File: config.mk
export PLATFORM = sky130hd
export DESIGN_NAME = uart_rx_cfg
export DESIGN_NICKNAME = d
export VERILOG_FILES = /design/src/rtl/uart_pkg.sv /design/src/rtl/uart_sync2.sv /design/src/rtl/uart_rx_cfg.sv
export SDC_FILE = /design/constraint.sdc
export NUM_CORES = 1
export LEC_CHECK = 0
export CORE_MARGIN = 10
export CORE_UTILIZATION = 30
export DETAILED_ROUTE_END_ITERATION = 12
export PLACE_DENSITY = 0.47
export REMOVE_ABC_BUFFERS = 1
export SETUP_SLACK_MARGIN = 0.1
export SYNTH_ARGS = -nofsm -noshare
export SYNTH_HDL_FRONTEND = slang
export SYNTH_SLANG_ARGS = --single-unit
File: constraint.sdc
create_clock -name clk -period 2.9 [get_ports clk]
set_input_delay 0.58 -clock clk [delete_from_list [all_inputs] [get_ports clk]]
set_output_delay 0.58 -clock clk [all_outputs]
set_load 0.01 [all_outputs]
File: src/rtl/uart_pkg.sv
// Shared UART definitions: FSM state encoding and parity mode constants,
// used by the receiver now and by the transmitter later.
package uart_pkg;

  typedef enum logic [2:0] {
    ST_IDLE,
    ST_START,
    ST_DATA,
    ST_PARITY,
    ST_STOP
  } uart_state_t;

  localparam int PARITY_NONE = 0;
  localparam int PARITY_EVEN = 1;
  localparam int PARITY_ODD  = 2;

  // Modes other than even/odd (including 3) mean "no parity bit on the line".
  function automatic logic parity_enabled(input int mode);
    return (mode == PARITY_EVEN) || (mode == PARITY_ODD);
  endfunction

endpackage

File: src/rtl/uart_sync2.sv
// Two-flop synchroniser for a single asynchronous input. The reset value is
// a parameter so that a serial line can come out of reset in its idle state.
module uart_sync2 #(
  parameter logic RST_VAL = 1'b1
) (
  input  logic clk,
  input  logic rst,
  input  logic d,
  output logic q
);

  logic meta;

  // Two back-to-back flops resolve metastability before the value is used.
  always_ff @(posedge clk or posedge rst) begin
    if (rst) begin
      meta <= RST_VAL;
      q    <= RST_VAL;
    end else begin
      // NOTE: non-blocking assignments make both flops sample their old inputs on the same edge, giving a true two-stage chain.
      meta <= d;
      q    <= meta;
    end
  end

endmodule

File: src/rtl/uart_rx_cfg.sv
// Parametrised UART receiver: start-bit glitch rejection, DBITS data bits
// LSB first, optional even/odd parity, 1 or 2 stop bits, oversampled on
// s_tick. A complete frame is reported with a one-cycle rx_done strobe.
module uart_rx_cfg
  import uart_pkg::*;
#(
  parameter int DBITS       = 8,
  parameter int OS_RATE     = 16,
  parameter int PARITY_MODE = 0,
  parameter int STOP_BITS   = 1
) (
  input  logic             clk,
  input  logic             rst,
  input  logic             s_tick,
  input  logic             rx,
  output logic [DBITS-1:0] rx_dout,
  output logic             rx_done,
  output logic             parity_err,
  output logic             frame_err,
  output logic             busy
);

  localparam int OS_W = $clog2(OS_RATE);
  localparam int BC_W = $clog2(DBITS + 1);
  localparam logic [OS_W-1:0] OS_HALF   = OS_W'(OS_RATE / 2 - 1);
  localparam logic [OS_W-1:0] OS_LAST   = OS_W'(OS_RATE - 1);
  localparam logic [BC_W-1:0] BC_LAST   = BC_W'(DBITS - 1);
  localparam logic [BC_W-1:0] STOP_LAST = BC_W'(STOP_BITS - 1);
  localparam logic            PAR_EN    = parity_enabled(PARITY_MODE);

  generate
    if (DBITS < 5 || DBITS > 9) begin : g_bad_dbits
      $error("uart_rx_cfg: DBITS must be 5..9");
    end
    if (OS_RATE < 8 || OS_RATE > 32 || (OS_RATE % 2) != 0) begin : g_bad_os
      $error("uart_rx_cfg: OS_RATE must be even and 8..32");
    end
    if (STOP_BITS < 1 || STOP_BITS > 2) begin : g_bad_stop
      $error("uart_rx_cfg: STOP_BITS must be 1 or 2");
    end
  endgenerate

  logic rxs;

  uart_sync2 #(.RST_VAL(1'b1)) u_sync_rx (
    .clk (clk),
    .rst (rst),
    .d   (rx),
    .q   (rxs)
  );

  uart_state_t      state, state_n;
  logic [OS_W-1:0]  os_cnt, os_n;
  logic [BC_W-1:0]  bit_cnt, bc_n;
  logic [DBITS-1:0] shreg, sh_n;
  logic             perr_l, perr_n;
  logic             ferr_l, ferr_n;
  logic             done_n;

  // Next-state and datapath update; bit_cnt also counts stop bits.
  always_comb begin
    // NOTE: every signal gets a default before the case so no path leaves it unassigned (no latches).
    state_n = state;
    os_n    = os_cnt;
    bc_n    = bit_cnt;
    sh_n    = shreg;
    perr_n  = perr_l;
    ferr_n  = ferr_l;
    done_n  = 1'b0;
    unique case (state)
      ST_IDLE: begin
        if (!rxs) begin
          state_n = ST_START;
          os_n    = '0;
        end
      end
      ST_START: begin
        if (s_tick) begin
          if (os_cnt == OS_HALF) begin
            if (!rxs) begin
              state_n = ST_DATA;
              os_n    = '0;
              bc_n    = '0;
              perr_n  = 1'b0;
              ferr_n  = 1'b0;
            end else begin
              state_n = ST_IDLE;
            end
          end else begin
            os_n = os_cnt + OS_W'(1);
          end
        end
      end
      ST_DATA: begin
        if (s_tick) begin
          if (os_cnt == OS_LAST) begin
            os_n = '0;
            sh_n = {rxs, shreg[DBITS-1:1]};
            if (bit_cnt == BC_LAST) begin
              bc_n    = '0;
              state_n = PAR_EN ? ST_PARITY : ST_STOP;
            end else begin
              bc_n = bit_cnt + BC_W'(1);
            end
          end else begin
            os_n = os_cnt + OS_W'(1);
          end
        end
      end
      ST_PARITY: begin
        if (s_tick) begin
          if (os_cnt == OS_LAST) begin
            os_n    = '0;
            bc_n    = '0;
            perr_n  = (PARITY_MODE == PARITY_ODD) ? ~(^shreg ^ rxs) : (^shreg ^ rxs);
            state_n = ST_STOP;
          end else begin
            os_n = os_cnt + OS_W'(1);
          end
        end
      end
      ST_STOP: begin
        if (s_tick) begin
          if (os_cnt == OS_LAST) begin
            os_n = '0;
            if (!rxs) ferr_n = 1'b1;
            if (bit_cnt == STOP_LAST) begin
              bc_n    = '0;
              done_n  = 1'b1;
              state_n = ST_IDLE;
            end else begin
              bc_n = bit_cnt + BC_W'(1);
            end
          end else begin
            os_n = os_cnt + OS_W'(1);
          end
        end
      end
      default: state_n = ST_IDLE;
    endcase
  end

  // State, counters and registered outputs; results publish only on frame end.
  always_ff @(posedge clk or posedge rst) begin
    if (rst) begin
      state      <= ST_IDLE;
      os_cnt     <= '0;
      bit_cnt    <= '0;
      shreg      <= '0;
      perr_l     <= 1'b0;
      ferr_l     <= 1'b0;
      rx_dout    <= '0;
      rx_done    <= 1'b0;
      parity_err <= 1'b0;
      frame_err  <= 1'b0;
      busy       <= 1'b0;
    end else begin
      state   <= state_n;
      os_cnt  <= os_n;
      bit_cnt <= bc_n;
      shreg   <= sh_n;
      perr_l  <= perr_n;
      ferr_l  <= ferr_n;
      rx_done <= done_n;
      busy    <= (state_n != ST_IDLE);
      if (done_n) begin
        rx_dout    <= sh_n;
        parity_err <= perr_n;
        frame_err  <= ferr_n;
      end else begin
        parity_err <= 1'b0;
        frame_err  <= 1'b0;
      end
    end
  end

endmodule

## Word-level counts from Yosys, hierarchy flattened

Cells that the tools add are included.

- Input bits: 4
- Output and inout port bits: 12
- Register bits: 35
- Logic and storage cells: 95

- Equal/unequal tests: 17
- Muxes and demuxes: 53
- Reduce and logical (&&, ||, !) cells: 9
- Bitwise logic cells: 1
- $add $sub $neg: 2

Operators by type and width:

| kind | number |
|---|---|
| 2-to-1 mux 4 bit | 16 |
| 2-to-1 mux 3 bit | 11 |
| 2-to-1 mux 8 bit | 3 |
| != test 2 bit, second input constant | 9 |
| 2-to-1 mux 1 bit | 17 |
| one-hot mux 4 bit (4 select lines) | 1 |
| one-hot mux 3 bit (5 select lines) | 1 |
| one-hot mux 4 bit (3 select lines) | 1 |
| AND reduction 10 bit | 1 |
| adder 4 x 1 -> 4 bit, second input constant | 2 |
| == test 4 x 3 -> 1 bit, second input constant | 2 |
| parity 8 bit | 1 |
| == test 3 x 2 -> 1 bit, second input constant | 2 |
| nonzero test 3 bit | 2 |
| == test 4 bit, second input constant | 1 |
| zero test 4 bit | 1 |
| one-hot mux 1 bit (2 select lines) | 2 |
| nonzero test 4 bit | 1 |
| == test 3 x 1 -> 1 bit, second input constant | 1 |
| == test 3 bit, second input constant | 1 |
| zero test 3 bit | 1 |
| AND reduction 3 bit | 1 |
| OR reduction 3 bit | 1 |
| 2-to-1 mux 2 bit | 1 |
| 2 further kinds | 2 |

## Logic depth before layout (Yosys ltp)

- Depth in word-level cells: 6
- Gate-level depth with buffers: 7
- Depth with buffers taken out: 7

## Cells and area by module

Synthesis repeated with hierarchy kept, for this count alone.

- Cells, all modules: 164
- Area, all modules: 1796.7 µm²

By module, submodules not included:

| module | cells each | times used | area each (µm²) | seq. area each (µm²) |
|---|---|---|---|---|
| uart_rx_cfg | 161 | 1 | 1740.4 | 825.8 |
| uart_sync2 | 3 | 1 | 56.3 | 52.6 |

## Least setup slack after synthesis

No wires, ideal clock.

- Path kind: register to register
- Start: reg os_cnt[0]
- End: reg rx_dout[1]
- Cell stages (with the launch flop): 7
- Data arrival time: 1.659 ns
- Required time: 2.783 ns
- Setup slack: 1.124 ns
- Setup time: 0.117 ns
- Cells stage by stage: dfrtp_1 ha_1 nand4_4 nor3_4 mux2_2 nand2_1 nand2_1

- Cells in the longest elaborated chain, start to end: 4
- Elaborated cells on any way between the ends: 7
- Classes of those cells: eq/ne: 1; mux: 6

Ends and longest elaborated chain:

| item | line | RTL |
|---|---|---|
| start, declared | uart_rx_cfg.sv:53 | `logic [OS_W-1:0] os_cnt, os_n;` |
| start signal, assigned | uart_rx_cfg.sv:159 | `os_cnt <= os_n;` |
| == test 4 bit | uart_rx_cfg.sv:96 | `if (os_cnt == OS_LAST) begin` |
| 2-to-1 mux 8 bit | uart_rx_cfg.sv:96 |  |
| 2-to-1 mux 8 bit | uart_rx_cfg.sv:95 | `if (s_tick) begin` |
| 2-to-1 mux 8 bit | uart_rx_cfg.sv:70 | `unique case (state)` |
| named net sh_n[1] | uart_rx_cfg.sv:55 | `logic [DBITS-1:0] shreg, sh_n;` |
| end signal, assigned | uart_rx_cfg.sv:167 | `rx_dout <= sh_n;` |
| end, declared | uart_rx_cfg.sv:16 | `output logic [DBITS-1:0] rx_dout,` |

The timed path passes the listed nets, and every way through them passes these cells.
A chain may end at the register's enable or synchronous reset.

## Worst setup path after layout

- Start: in s_tick
- End: reg rx_dout[1]

- Cells in the longest elaborated chain, start to end: 2
- Elaborated cells on any way between the ends: 4
- Classes of those cells: mux: 4

Ends and longest elaborated chain:

| item | line | RTL |
|---|---|---|
| start, declared | uart_rx_cfg.sv:14 | `input logic s_tick,` |
| 2-to-1 mux 8 bit | uart_rx_cfg.sv:95 |  |
| 2-to-1 mux 8 bit | uart_rx_cfg.sv:70 |  |
| named net sh_n[1] | uart_rx_cfg.sv:55 |  |

The timed path passes the listed nets, and every way through them passes these cells.

==> results.toml <==
[run_status]
outcome = "completed"

[timing]
skew_ps = 7.127
maxSlewHeadroom = 0.5844
fin_crit_sh = 0.8098
fmax_mhz = 425.8
tightest_slew_ps = 623.5
finalHoldViolations = 0
setup_viol = 0
rsz0062_at_grt = "false"
setup-tns-final_ps = 0
maxSlewViolCount = 0
post-route-min-period_ps = 2348
setup_ws_ps = 551.7

[power]
powerDensity_nw_per_um2 = 653.9
power_leakage_uw = 0.0009392
p_sw_frac = 0.3149
intPower_uw = 944.5
seqPwrFrac = 0.455
p_sw_uw = 434.2
vdd_drop_max_mv = 0.2211
finalPower_uw = 1379
combPwrFrac = 0.215
clockPowerShare = 0.331

[routing]
drtPass1Iterations = 4
drt_wl_total_um = 3723
route.met3.wl_um = 231
drt-met1-wl_um = 1746
drc = 0
ant_nets = 0
dr_wl_met2_um = 1698
routedWlPerCell_um = 14.05
vias = 1298
viasPerCell = 4.898
top_layer = "met4"
drt_first_iter_violations = 80

[layout]
drive_gt1_frac = 0.1451
layout.area.seq_sq_um = 878.3
syn_to_final_growth_pct = 18.75
design_area_sq_um = 2108
antenna_cells = 0
fin_nets = 199
fillers = 570
multi_input_area_sq_um = 808.3

[setup_path]
critPathCaptureType = "flip-flop"
cp_slowest_cell = "clkdlybuf4s50_1"
crit_buf_inv = 1
critPathTopFamily = "simple AND/OR/NAND/NOR gates"
required_ps = 3070
path_cells = "clkdlybuf4s50_1 -> nand4_4 -> nor3_4 -> mux2_2 -> nand2_1 -> nand2_1"
path_common_cell = "nand2_1"
critPathKind = "in2reg"
cp_max_fo = 11
cp-start-kind = "input port"
slowest_delay_ps = 720
critPathArrivalTime_ps = 2520

[global_route]
overflow = 0
antenna_found_initial = 0
grt_pass1_wl_um = 6589
grt_pass1_vias = 1371
grt_max_degree = 36
grt_usage = 0.08227

[placed_design]
place_ws_ps = 269.5
post_dp_cell_area_sq_um = 1991
io_buffers = 15
place.gp.congestion = 0.7971
dp_hpwl_um = 2640

[flow_run]
maxCapViolCount = 0

[synth]
synth_cell_types = 45
async_flop_share = 1.000
synthTopCellsByArea = "dfrtp_1, nand2_1, xnor2_1"
synth-edff-count = 0
avgSynthCellArea_sq_um = 10.09
ys.flop_type = "dfrtp_1"
yosysSeqAreaShare = 0.4947
synth_warnings = 0
yosys.area.top_type = "dfrtp_1"
ys_ff_latch = 35
synth_top_area_share = 0.4651
postSynthCellCount = 176
syn_area_sq_um = 1775

[min_path]
worstHoldPathType = "reg2reg"

[cts]
post_cts_resized = 0
cts_root_buf = "clkbuf_8"
cts_sinks = 35
path_clk_slew_ps = 70
cts_buffers = 5
cts_max_path_buffers = 2
clkLatencyLatePin_ps = 280
postCtsSetupBuffers = 0
cts_tree = "done"
ctsHoldBuffers = 0
htreeDepth = 2

[floorplan]
start_util = 0.3166
die-height_um = 96.93
die_area_sq_um = 9395
pin_count = 16
rows = 27
die_x_um = 96.93
core_area_sq_um = 5608
-- area by class of cell --
class                   instances  area share
flip-flops and latches         35      0.4166
well taps                      72     0.04273
clock buffers                   6     0.03917
inverters                      11     0.01958
clock inverters                 2     0.01662
multi-input cells             121      0.3834
repair buffers                 18     0.08190
-- state kept, by name (all words and copies together) (netlist names) --
| signal | cells |
|---|---|
| rx_done | 1 |
| rx_dout | 8 |
| state | 3 |
| os_cnt | 4 |
| busy | 1 |
| bit_cnt | 4 |
| parity_err | 1 |
| u_sync_rx.meta | 1 |
| ferr_l | 1 |
| u_sync_rx.q | 1 |
| shreg | 8 |
| perr_l | 1 |
| frame_err | 1 |
-- worst register-to-register path, cell delays in order, from the launching register on --
cell and delay [ps]:
dfrtp_1 380, ha_1 360, nand4_4 190, nor3_4 480, mux2_2 410, nand2_1 70
nand2_1 50
-- Yosys cell counts (4+ instances only) --
| master | instances |
|---|---|
| a21oi_1 | 5 |
| buf_2 | 4 |
| dfrtp_1 | 33 |
| inv_1 | 10 |
| mux2_2 | 6 |
| nand2_1 | 33 |
| nand3_1 | 5 |
| nor2_1 | 10 |
| nor3_1 | 4 |
| o21ai_0 | 6 |
| xnor2_1 | 8 |
-- power groups by stage --
stage | Clock (uW) | Sequential, uW | Combinational [uW]
2_1_floorplan | 0 | 614 | 229
3_3_place_gp | 0 | 636 | 298
3_5_place_dp | 0 | 636 | 300
4_1_cts | 472 | 627 | 301
5_1_grt | 492 | 638 | 336
6_report | 456 | 627 | 296
-- worst paths after layout --
| path | start | end | slack (ps) | cells after the start |
|---|---|---|---|---|
| worst max-delay path | s_tick | rx_dout[1]$_DFFE_PP0P_ | 550 | 6 |
| worst min-delay path | u_sync_rx.meta$_DFF_PP1_ | u_sync_rx.q$_DFF_PP1_ | 360 | 0 |
| worst max register to register | os_cnt[0]$_DFFE_PP0P_ | rx_dout[1]$_DFFE_PP0P_ | 870 | 6 |
| worst min register to register | u_sync_rx.meta$_DFF_PP1_ | u_sync_rx.q$_DFF_PP1_ | 360 | 0 |
| max in group asynchronous | rst | u_sync_rx.q$_DFF_PP1_ | 1860 | 3 |
| min in group asynchronous | rst | bit_cnt[2]$_DFFE_PP0P_ | 690 | 3 |
-- kinds of logic after synthesis --
family | count (synthesis) | synth area share
flops | 35 | 0.4947
simple gates | 69 | 0.2002
mux | 11 | 0.07470
buf+inv | 20 | 0.05003
fa+ha+maj | 3 | 0.02114
xor+xnor | 9 | 0.04440
compound gates | 29 | 0.1149
-- layout by cell type, fill, tap and decap left out, drive strengths merged, types with 2 or more instances in the layout --
| master | n |
|---|---|
| nor3 | 5 |
| dfrtp | 33 |
| dfstp | 2 |
| nand3b | 2 |
| o2111ai | 2 |
| inv | 10 |
| xnor2 | 8 |
| nand4 | 2 |
| mux2i | 2 |
| nand2b | 2 |
| clkdlybuf4s50 | 15 |
| clkbuf | 6 |
| o2bb2ai | 2 |
| nand4b | 2 |
| mux2 | 9 |
| a21oi | 5 |
| nor2 | 10 |
| buf | 3 |
| nor3b | 3 |
| o21ai | 6 |
| a31oi | 3 |
| ha | 3 |
| nand2 | 33 |
| clkinv | 2 |
| nand3 | 5 |
| a22o | 2 |
-- per-layer routing --
metal  vias to the layer above  global-route usage
li1                        640                   -
met1                       626              0.1038
met2                        26              0.1237
met3                         6             0.03336
met4                         0             0.02706
met5                         -                   0
-- through the flow --
step | utilization | hold slack (ps) | std cells
floorplan | - | 345.2 | 167
global placement | 0.3550 | 347.3 | 257
detailed placement | 0.3550 | 346.8 | 257
CTS | 0.3759 | 357.3 | 265
global route | 0.3759 | 358.3 | 265
finish | 0.3759 | 356.8 | 265
Power figures use the tool's default switching activity.
